===== src/rtl/store_buffer.sv =====
// store_buffer: converts CPU store requests into word-aligned, lane-replicated
// writes with byte strobes, and queues them in an in-order FIFO that drains
// to the data memory over a valid/ready handshake. A store to the same word
// as the youngest queued entry is folded into that entry instead of taking a
// new slot.
module store_buffer #(
    parameter int DEPTH      = 4,
    parameter int ADDR_WIDTH = 32
) (
    input  logic                  clk,
    input  logic                  rst,
    input  logic                  req,
    output logic                  req_ready,
    input  logic [ADDR_WIDTH-1:0] addr,
    input  logic [1:0]            size,
    input  logic [31:0]           data,
    output logic                  valid,
    input  logic                  ready,
    output logic [ADDR_WIDTH-1:0] waddr,
    output logic [3:0]            wstrb,
    output logic [31:0]           wdata,
    output logic                  empty,
    output logic                  misalign
);

    localparam int PTR_W = $clog2(DEPTH);
    localparam int CNT_W = PTR_W + 1;
    localparam int WA_W  = ADDR_WIDTH - 2;
    localparam logic [CNT_W-1:0] FULL_CNT = CNT_W'(DEPTH);

    typedef enum logic [1:0] {
        SZ_BYTE = 2'b00,
        SZ_HALF = 2'b01,
        SZ_WORD = 2'b10,
        SZ_BAD  = 2'b11
    } size_e;

    // Queue storage: word address (bits [1:0] implied zero), strobe, data.
    logic [WA_W-1:0]  ent_addr [DEPTH];
    logic [3:0]       ent_strb [DEPTH];
    logic [31:0]      ent_data [DEPTH];

    logic [PTR_W-1:0] head_ptr;
    logic [PTR_W-1:0] tail_ptr;
    logic [PTR_W-1:0] young_ptr;
    logic [CNT_W-1:0] count;

    logic [1:0]       off;
    logic [3:0]       new_strb;
    logic [31:0]      new_data;
    logic             aligned;
    logic             pop;
    logic             merge_hit;
    logic             accept;
    logic             do_push;
    logic             do_merge;

    assign off = addr[1:0];

    // Lane generation: replicate data across the word and build the strobe.
    always_comb begin
        // NOTE: every signal driven here gets a default first so no path
        // leaves it unassigned, which would otherwise infer a latch.
        new_strb = 4'b0000;
        new_data = data;
        aligned  = 1'b0;
        case (size_e'(size))
            SZ_BYTE: begin
                new_data = {4{data[7:0]}};
                new_strb = 4'b0001 << off;
                aligned  = 1'b1;
            end
            SZ_HALF: begin
                new_data = {2{data[15:0]}};
                new_strb = off[1] ? 4'b1100 : 4'b0011;
                aligned  = ~off[0];
            end
            SZ_WORD: begin
                new_strb = 4'b1111;
                aligned  = (off == 2'b00);
            end
            default: begin
                aligned = 1'b0;
            end
        endcase
    end

    assign valid     = (count != '0);
    assign empty     = ~valid;
    assign pop       = valid & ready;
    assign young_ptr = tail_ptr - PTR_W'(1);

    // A merge may not target the head in the same cycle it leaves the queue.
    assign merge_hit = aligned & valid
                     & (addr[ADDR_WIDTH-1:2] == ent_addr[young_ptr])
                     & ~((count == CNT_W'(1)) & pop);

    assign req_ready = (count != FULL_CNT) | merge_hit;
    assign accept    = req & req_ready;
    assign do_push   = accept & aligned & ~merge_hit;
    assign do_merge  = accept & merge_hit;

    assign waddr = {ent_addr[head_ptr], 2'b00};
    assign wstrb = ent_strb[head_ptr];
    assign wdata = ent_data[head_ptr];

    // Pointer, occupancy and misalign-pulse bookkeeping.
    always_ff @(posedge clk) begin
        // NOTE: state registers use non-blocking assignments so every
        // register samples the pre-edge values regardless of statement order.
        if (rst) begin
            head_ptr <= '0;
            tail_ptr <= '0;
            count    <= '0;
            misalign <= 1'b0;
        end else begin
            if (do_push) tail_ptr <= tail_ptr + PTR_W'(1);
            if (pop)     head_ptr <= head_ptr + PTR_W'(1);
            case ({do_push, pop})
                2'b10:   count <= count + CNT_W'(1);
                2'b01:   count <= count - CNT_W'(1);
                default: count <= count;
            endcase
            misalign <= accept & ~aligned;
        end
    end

    // Entry storage: write a new entry at the tail or merge lanes into the youngest.
    always_ff @(posedge clk) begin
        // NOTE: the entry array is deliberately not reset; an entry is only
        // ever read while count says it holds live data.
        if (do_push) begin
            ent_addr[tail_ptr] <= addr[ADDR_WIDTH-1:2];
            ent_strb[tail_ptr] <= new_strb;
            ent_data[tail_ptr] <= new_data;
        end else if (do_merge) begin
            for (int i = 0; i < 4; i++) begin
                if (new_strb[i]) ent_data[young_ptr][8*i +: 8] <= new_data[8*i +: 8];
            end
            ent_strb[young_ptr] <= ent_strb[young_ptr] | new_strb;
        end
    end

endmodule


===== config.mk =====
export PLATFORM = sky130hd
export DESIGN_NAME = store_buffer
export DESIGN_NICKNAME = d
export VERILOG_FILES = /design/src/rtl/store_buffer.sv
export SDC_FILE = /design/constraint.sdc
export NUM_CORES = 1
export LEC_CHECK = 0
export CAP_MARGIN = 20
export CORE_MARGIN = 2
export CORE_UTILIZATION = 57
export CTS_CLUSTER_DIAMETER = 150
export DETAILED_ROUTE_END_ITERATION = 12
export GPL_TIMING_DRIVEN = 0
export PLACE_DENSITY_LB_ADDON = 0.25
export SKIP_CTS_REPAIR_TIMING = 1
export SLEW_MARGIN = 30
export SYNTH_ARGS = -nofsm -noshare
export SYNTH_HDL_FRONTEND = slang
export SYNTH_SLANG_ARGS = --single-unit

===== constraint.sdc =====
create_clock -name clk -period 8.45 [get_ports clk]
set_clock_uncertainty 0.1 [all_clocks]
set_input_delay 0.845 -clock clk [delete_from_list [all_inputs] [get_ports clk]]
set_output_delay 0.845 -clock clk [all_outputs]
set_load 0.02 [all_outputs]

; Word level (Yosys, flattened, before mapping)
; Memories as Yosys holds them, arrays and structs flattened. A register that Yosys moved wholly into a read port is not among the register bits.
; Cells that the tools add are included.
[word_totals]
ramBits = 264
out_inout_bits = 72
memories = 3
ff_bits = 8
[op_classes]
reduce_logical = 6
shift = 1
mux = 38
n_addsub = 5
n_bitwise = 17
n_eq_ne = 7
[mem_list]
columns = memory, depth, word_bits, read_ports, rd_ports_with_merged_regs, wr, line_no
row1 = ent_data, 4, 32, 1, 1, 1, 41  ; logic [31:0] ent_data [DEPTH];
row2 = ent_addr, 4, 30, 2, 1, 1, 39  ; logic [WA_W-1:0] ent_addr [DEPTH];
row3 = ent_strb, 4, 4, 2, 1, 1, 40  ; logic [3:0] ent_strb [DEPTH];
[ops]
columns = op, count
row1 = $pmux 32 s2, 1
row2 = $mux 32, 1
row3 = $reduce_or 32->1, 1
row4 = $eq 30x30->1, 1
row5 = $mux 1, 22
row6 = $mux 2, 8
row7 = $mux 4, 3
row8 = $pmux 4 s3, 1
row9 = $and 1x1->1, 10
row10 = $pmux 3 s2, 1
row11 = $not 1->1, 5
row12 = $add 2x1->2 const B, 2
row13 = $eq 2x1->1 const B, 2
row14 = $eq 2x2->1 const B, 2
row15 = $logic_not 2->1, 2
row16 = $or 4x4->4, 1
row17 = $reduce_or 4->1, 1
row18 = $shl 1x2->4 const A, 1
row19 = $add 3x1->3 const B, 1
row20 = $eq 3x1->1 const B, 1
row21 = $ne 3x3->1 const B, 1
row22 = $pmux 1 s3, 1
row23 = $reduce_bool 3->1, 1
row24 = $sub 3x1->3 const B, 1
row25 = 3 further kinds, 3

; Depth between registers and ports, before layout
[depth]
word_depth = 13
mapped_depth = 21
ltp_nobuf = 13

; Least setup slack after synthesis
; OpenSTA, ideal clock, no wires.
[synth_timing]
kind = register -> register
startpoint = reg tail_ptr[0]
endpoint = reg count[2]
setup_time_ns = 0.071
path_slack_ns = 3.465
synth_period_minus_slack_ns = 4.985
t_arrival_ns = 4.815
stages_incl_launch_ff = 21
path_buffers = 8
path_cell_list = dfxtp_1 -> buf_4 -> buf_4 -> buf_2 -> clkbuf_1 -> inv_1 -> ha_1 -> buf_2 -> buf_2 -> clkbuf_1 -> mux4_2 -> xnor2_1 -> nand4_1 -> nor2_1 -> and3_1 -> a21boi_2 -> clkinv_1 -> buf_2 -> ha_1 -> or3_1 -> a21oi_1
[synth_via]
elab_chain_len = 11
word_cells_on_any_way = 14
classes_between = add/sub: 1 / eq/ne: 3 / mux: 1 / bitwise: 7 / reduce/logical: 1 / memory: 1
[synth_lines]
columns = item, line_no
row1 = "start, declared", 44  ; logic [PTR_W-1:0] tail_ptr;
row2 = "start signal, assigned", 117  ; if (do_push) tail_ptr <= tail_ptr + PTR_W'(1);
row3 = $sub 2x1->2 (*), 91  ; assign young_ptr = tail_ptr - PTR_W'(1);
row4 = named net young_ptr[0], 45  ; logic [PTR_W-1:0] young_ptr;
row5 = $mem_v2 4x30 (*), n/a
row6 = $eq 30x30->1 (*), 95  ; & (addr[ADDR_WIDTH-1:2] == ent_addr[young_ptr])
row7 = $and 1x1->1 (*), 95
row8 = $and 1x1->1 (*), 96  ; & ~((count == CNT_W'(1)) & pop);
row9 = $or 1x1->1, 98  ; assign req_ready = (count != FULL_CNT) | merge_hit;
row10 = $and 1x1->1, 99  ; assign accept = req & req_ready;
row11 = $and 1x1->1, 100  ; assign do_push = accept & aligned & ~merge_hit;
row12 = $and 1x1->1 (*), 100
row13 = $eq 2x1->1 or $eq 2x2->1 (tied branches), 119  ; case ({do_push, pop})
row14 = $pmux 3 s2 or $reduce_bool 2->1 (tied branches), n/a
row15 = "end signal, assigned", 120  ; 2'b10: count <= count + CNT_W'(1);
row16 = "end signal, assigned", 121  ; 2'b01: count <= count - CNT_W'(1);
row17 = "end signal, assigned", 122  ; default: count <= count;
row18 = "end, declared", 46  ; logic [CNT_W-1:0] count;
; Mark *: on every way through the listed nets, which the timed path passes. The rest lies on a longest branch.
; A chain may end at the register's enable or synchronous reset.

; Final worst setup path
[layout_timing]
startpoint = reg tail_ptr[0]
endpoint = out req_ready
[layout_via]
elab_chain_len = 6
[layout_lines]
columns = item, line_no
row1 = $sub 2x1->2, 91
row2 = named net young_ptr[0], 45
row3 = $mem_v2 4x30, n/a
row4 = $eq 30x30->1, 95
row5 = $and 1x1->1, 95
row6 = $and 1x1->1, 96
row7 = $or 1x1->1, 98
row8 = "end, declared", 13  ; output logic req_ready,
; The timed path passes the listed nets, and every way through them passes these cells.

==> flow_summary_export.csv <==
group,metric,value,unit
status,outcome,"complete, no violations",
timing,whs,0.471,ns
logic_synthesis,synthArstFlopShare,0,%
logic_synthesis,synth_top_family_by_area,"multiplexers",
worst_hold_path,hold_depth,2,
timing,rsz0062_at_grt,"no",
setup_path,slowest_stage,"nor4_1",
cells_and_area,drive_gt1_share,22.5,%
place,placed_area,14100,sq um
logic_synthesis,yosysUniqueCellTypes,49,
setup_path,cp_slowest_stage_delay,0.79,ns
pwr,p_per_area,252,nW/um^2
timing,tns,0,ns
timing,worst_pin_slew,1.00,ns
logic_synthesis,synth_xor_area_share,1.94,%
floorplanning,die_h,150,um
global_route,antenna_found_initial,0,
timing,max_freq,0.126,GHz
global_route,overflow,0,
timing,finalCritPeriodShare,94.0,%
logic_synthesis,synth-adder-area-share,0.922,%
logic_synthesis,yosys.area.top_type,"edfxtp_1",
logic_synthesis,synth_top_cell_area_share,64.9,%
setup_path,critical-path-top-delay-family,"buffers and inverters",
logic_synthesis,synthSimpleGateAreaFrac,3.26,%
detailed_routing,finalWirelength,28900,um
setup_path,critPathCaptureType,"output pin",
flow_run,maxCapViolations,0,
clock_tree,cts.sinks,274,
cells_and_area,syn_to_final_growth,22.5,%
logic_synthesis,synthMuxAreaShare,21.1,%
detailed_routing,dr.pass1.iters,5,
cells_and_area,fill_cells,1298,
timing,setup_viol,0,
timing,relSlewSlack,33.3,%
pwr,peakVddDrop,0.000154,V
timing,fin_crit,7.94,ns
setup_path,r2r_cells,16,
logic_synthesis,synth_area_leaders,"edfxtp_1 65%, mux4_2 16%, mux2i_1 2.9%",
global_route,grtUsageTotal,26.0,%
logic_synthesis,yosys_warnings,0,
setup_path,path_cells,"buf_4 > buf_4 > buf_2 > clkbuf_1 > inv_1 > ha_1 > buf_2 > buf_2 > clkbuf_1 > clkbuf_1 > a21oi_1 > nor4_1 > and3_1 > a21oi_1 > inv_1 > clkdlybuf4s50_1",
cells_and_area,fin_area,15000,sq um
logic_synthesis,synth-seq-area-share,66.5,%
cells_and_area,num_antenna_cells,0,
global_route,grt_pass1_vias,7624,
clock_tree,cts_root_buf,"clkbuf_16",
place,dp_hpwl,19700,um
clock_tree,clock_path_buffers,3,
logic_synthesis,synth_common_cells,"264 x edfxtp_1, 88 x mux4_2, 39 x nand2_1, 35 x mux2i_1, 22 x mux2_2",
logic_synthesis,syn_area,12200,sq um
worst_hold_path,hp-class,"reg -> reg",
clock_tree,htree_num_levels,1,
floorplanning,core,21000,sq um
setup_path,path_depth,16,
cells_and_area,nNetsFinal,920,
cells_and_area,register_area,8130,sq um
logic_synthesis,synth_most_common_cell,"edfxtp_1",
detailed_routing,vias_per_cell,6.36,
detailed_routing,vias,7233,
logic_synthesis,synth_seq_cells,274,
clock_tree,insertion_delay,0.53,ns
floorplanning,num_io_pins,142,
floorplanning,num_rows,53,
detailed_routing,wl_per_cell,25.4,um
floorplanning,die_width,150,um
detailed_routing,drc,0,
setup_path,worstSetupPathType,"reg -> out",
logic_synthesis,synth_top_flop_cell,"edfxtp_1",
logic_synthesis,synth_area_per_cell,18.2,sq um
setup_path,critPathRequiredTime,7.51,ns
logic_synthesis,netlist_instances,670,
logic_synthesis,synth-compound-area-share,4.35,%
logic_synthesis,synth_enable_flop_cells,264,
clock_tree,cts-buffers-inserted,27,
setup_path,start_kind,"flop",
setup_path,cp.arrival,7.00,ns
setup_path,worstPathMaxFanout,10,
floorplanning,fp.dieArea,22600,sq um
cells_and_area,multi_input_area,3940,sq um
clock_tree,cts_tree,"yes",
clock_tree,clk_pin_slew,0.06,ns
timing,final_max_slew_viol_count,0,
timing,hold_viol,0,
global_route,grt_max_degree,18,
place,port_buffers,137,
setup_path,cp_num_buf_inv,11,
detailed_routing,drt_iter0_markers,660,
pwr,power.leakage,0.00477,uW
place,gp_congestion,0.880,
global_route,grt_pass1_wl,43700,um
detailed_routing,ant_nets,0,
floorplanning,start_util,58.1,%
==> cell families after synthesis <==
kind of cell	count (synthesis)
other	1
adders and majority gates	9
xor gates and xnor gates	27
AOI/OAI and AO/OA	78
and+or+nand+nor	84
DFF	274
muxes	145
buffers and inverters	52
==> sequential cells by signal, summed over array words and instances (netlist names), named ones only <==
| signal | cells |
|---|---|
| ent_data | 128 |
| ent_addr | 120 |
| ent_strb | 16 |
| count | 3 |
| head_ptr | 2 |
| tail_ptr | 2 |
| misalign | 1 |
==> area by class of cell <==
class	instances	area share [%]
Sequential cell	274	54.3
Multi-Input combinational cell	345	26.3
Timing Repair Buffer	141	9.90
Clock buffer	40	5.25
Tap cell	275	2.30
Buffer	38	1.19
Clock inverter	10	0.410
Inverter	14	0.351
==> path summary, 6_finish.rpt <==
check              startpoint               to  slack (ns)
setup / recovery  tail_ptr[0]        req_ready        0.51
hold / removal    head_ptr[0]             flop        0.47
setup reg to reg  tail_ptr[0]  ent_data[3][12]        1.03
hold reg to reg   head_ptr[0]             flop        0.47
==> through the flow <==
step	util, %	worst slack (ns)	instances	power, uW
finish	71.2	0.507	1137	3770
global placement	66.3	1.28	1083	2630
floorplan	-	3.46	671	2220
detailed placement	67.0	1.21	1087	2660
CTS	71.1	0.667	1137	3790
global route	71.2	0.290	1137	3900
==> worst min-delay path, delay by kind of cell (launching register included) <==
| kind | cells | cell delay, ns |
|---|---|---|
| xor+xnor | 1 | 0.10 |
| simple gates | 1 | 0.09 |
| flops | 1 | 0.34 |
==> routing by layer <==
| layer | GRT usage (%) | up-vias | wire length [um] |
|---|---|---|---|
| met5 | 0 | - | 0 |
| met4 | 8.16 | 0 | 727 |
| met3 | 3.73 | 71 | 2340 |
| met2 | 44.6 | 402 | 14800 |
| met1 | 34.8 | 3674 | 11000 |
| li1 | - | 3086 | - |
==> layout by cell type (no fill, tap or decap), types with 5 or more instances in the layout <==
cell,count
o22ai_2,10
nand3_1,5
ha_1,9
a21oi_1,14
buf_4,6
xnor2_1,13
xor2_1,14
dfxtp_1,10
clkdlybuf4s50_1,137
buf_2,9
clkinv_2,5
o22ai_1,9
clkbuf_16,28
mux2i_1,35
edfxtp_1,264
a21o_1,5
clkbuf_1,26
o21ai_0,13
nor2_1,19
mux4_2,88
a211oi_1,6
inv_1,13
mux2_2,22
nand2_1,39
==> report_power, final <==
group          switching (uW)  total, uW  internal [uW]
clock network             491       1140            645
logic                     555       1060            505
registers                23.8       1570           1550
total                    1070       3770           2700
(Power assumes the default switching activity.)
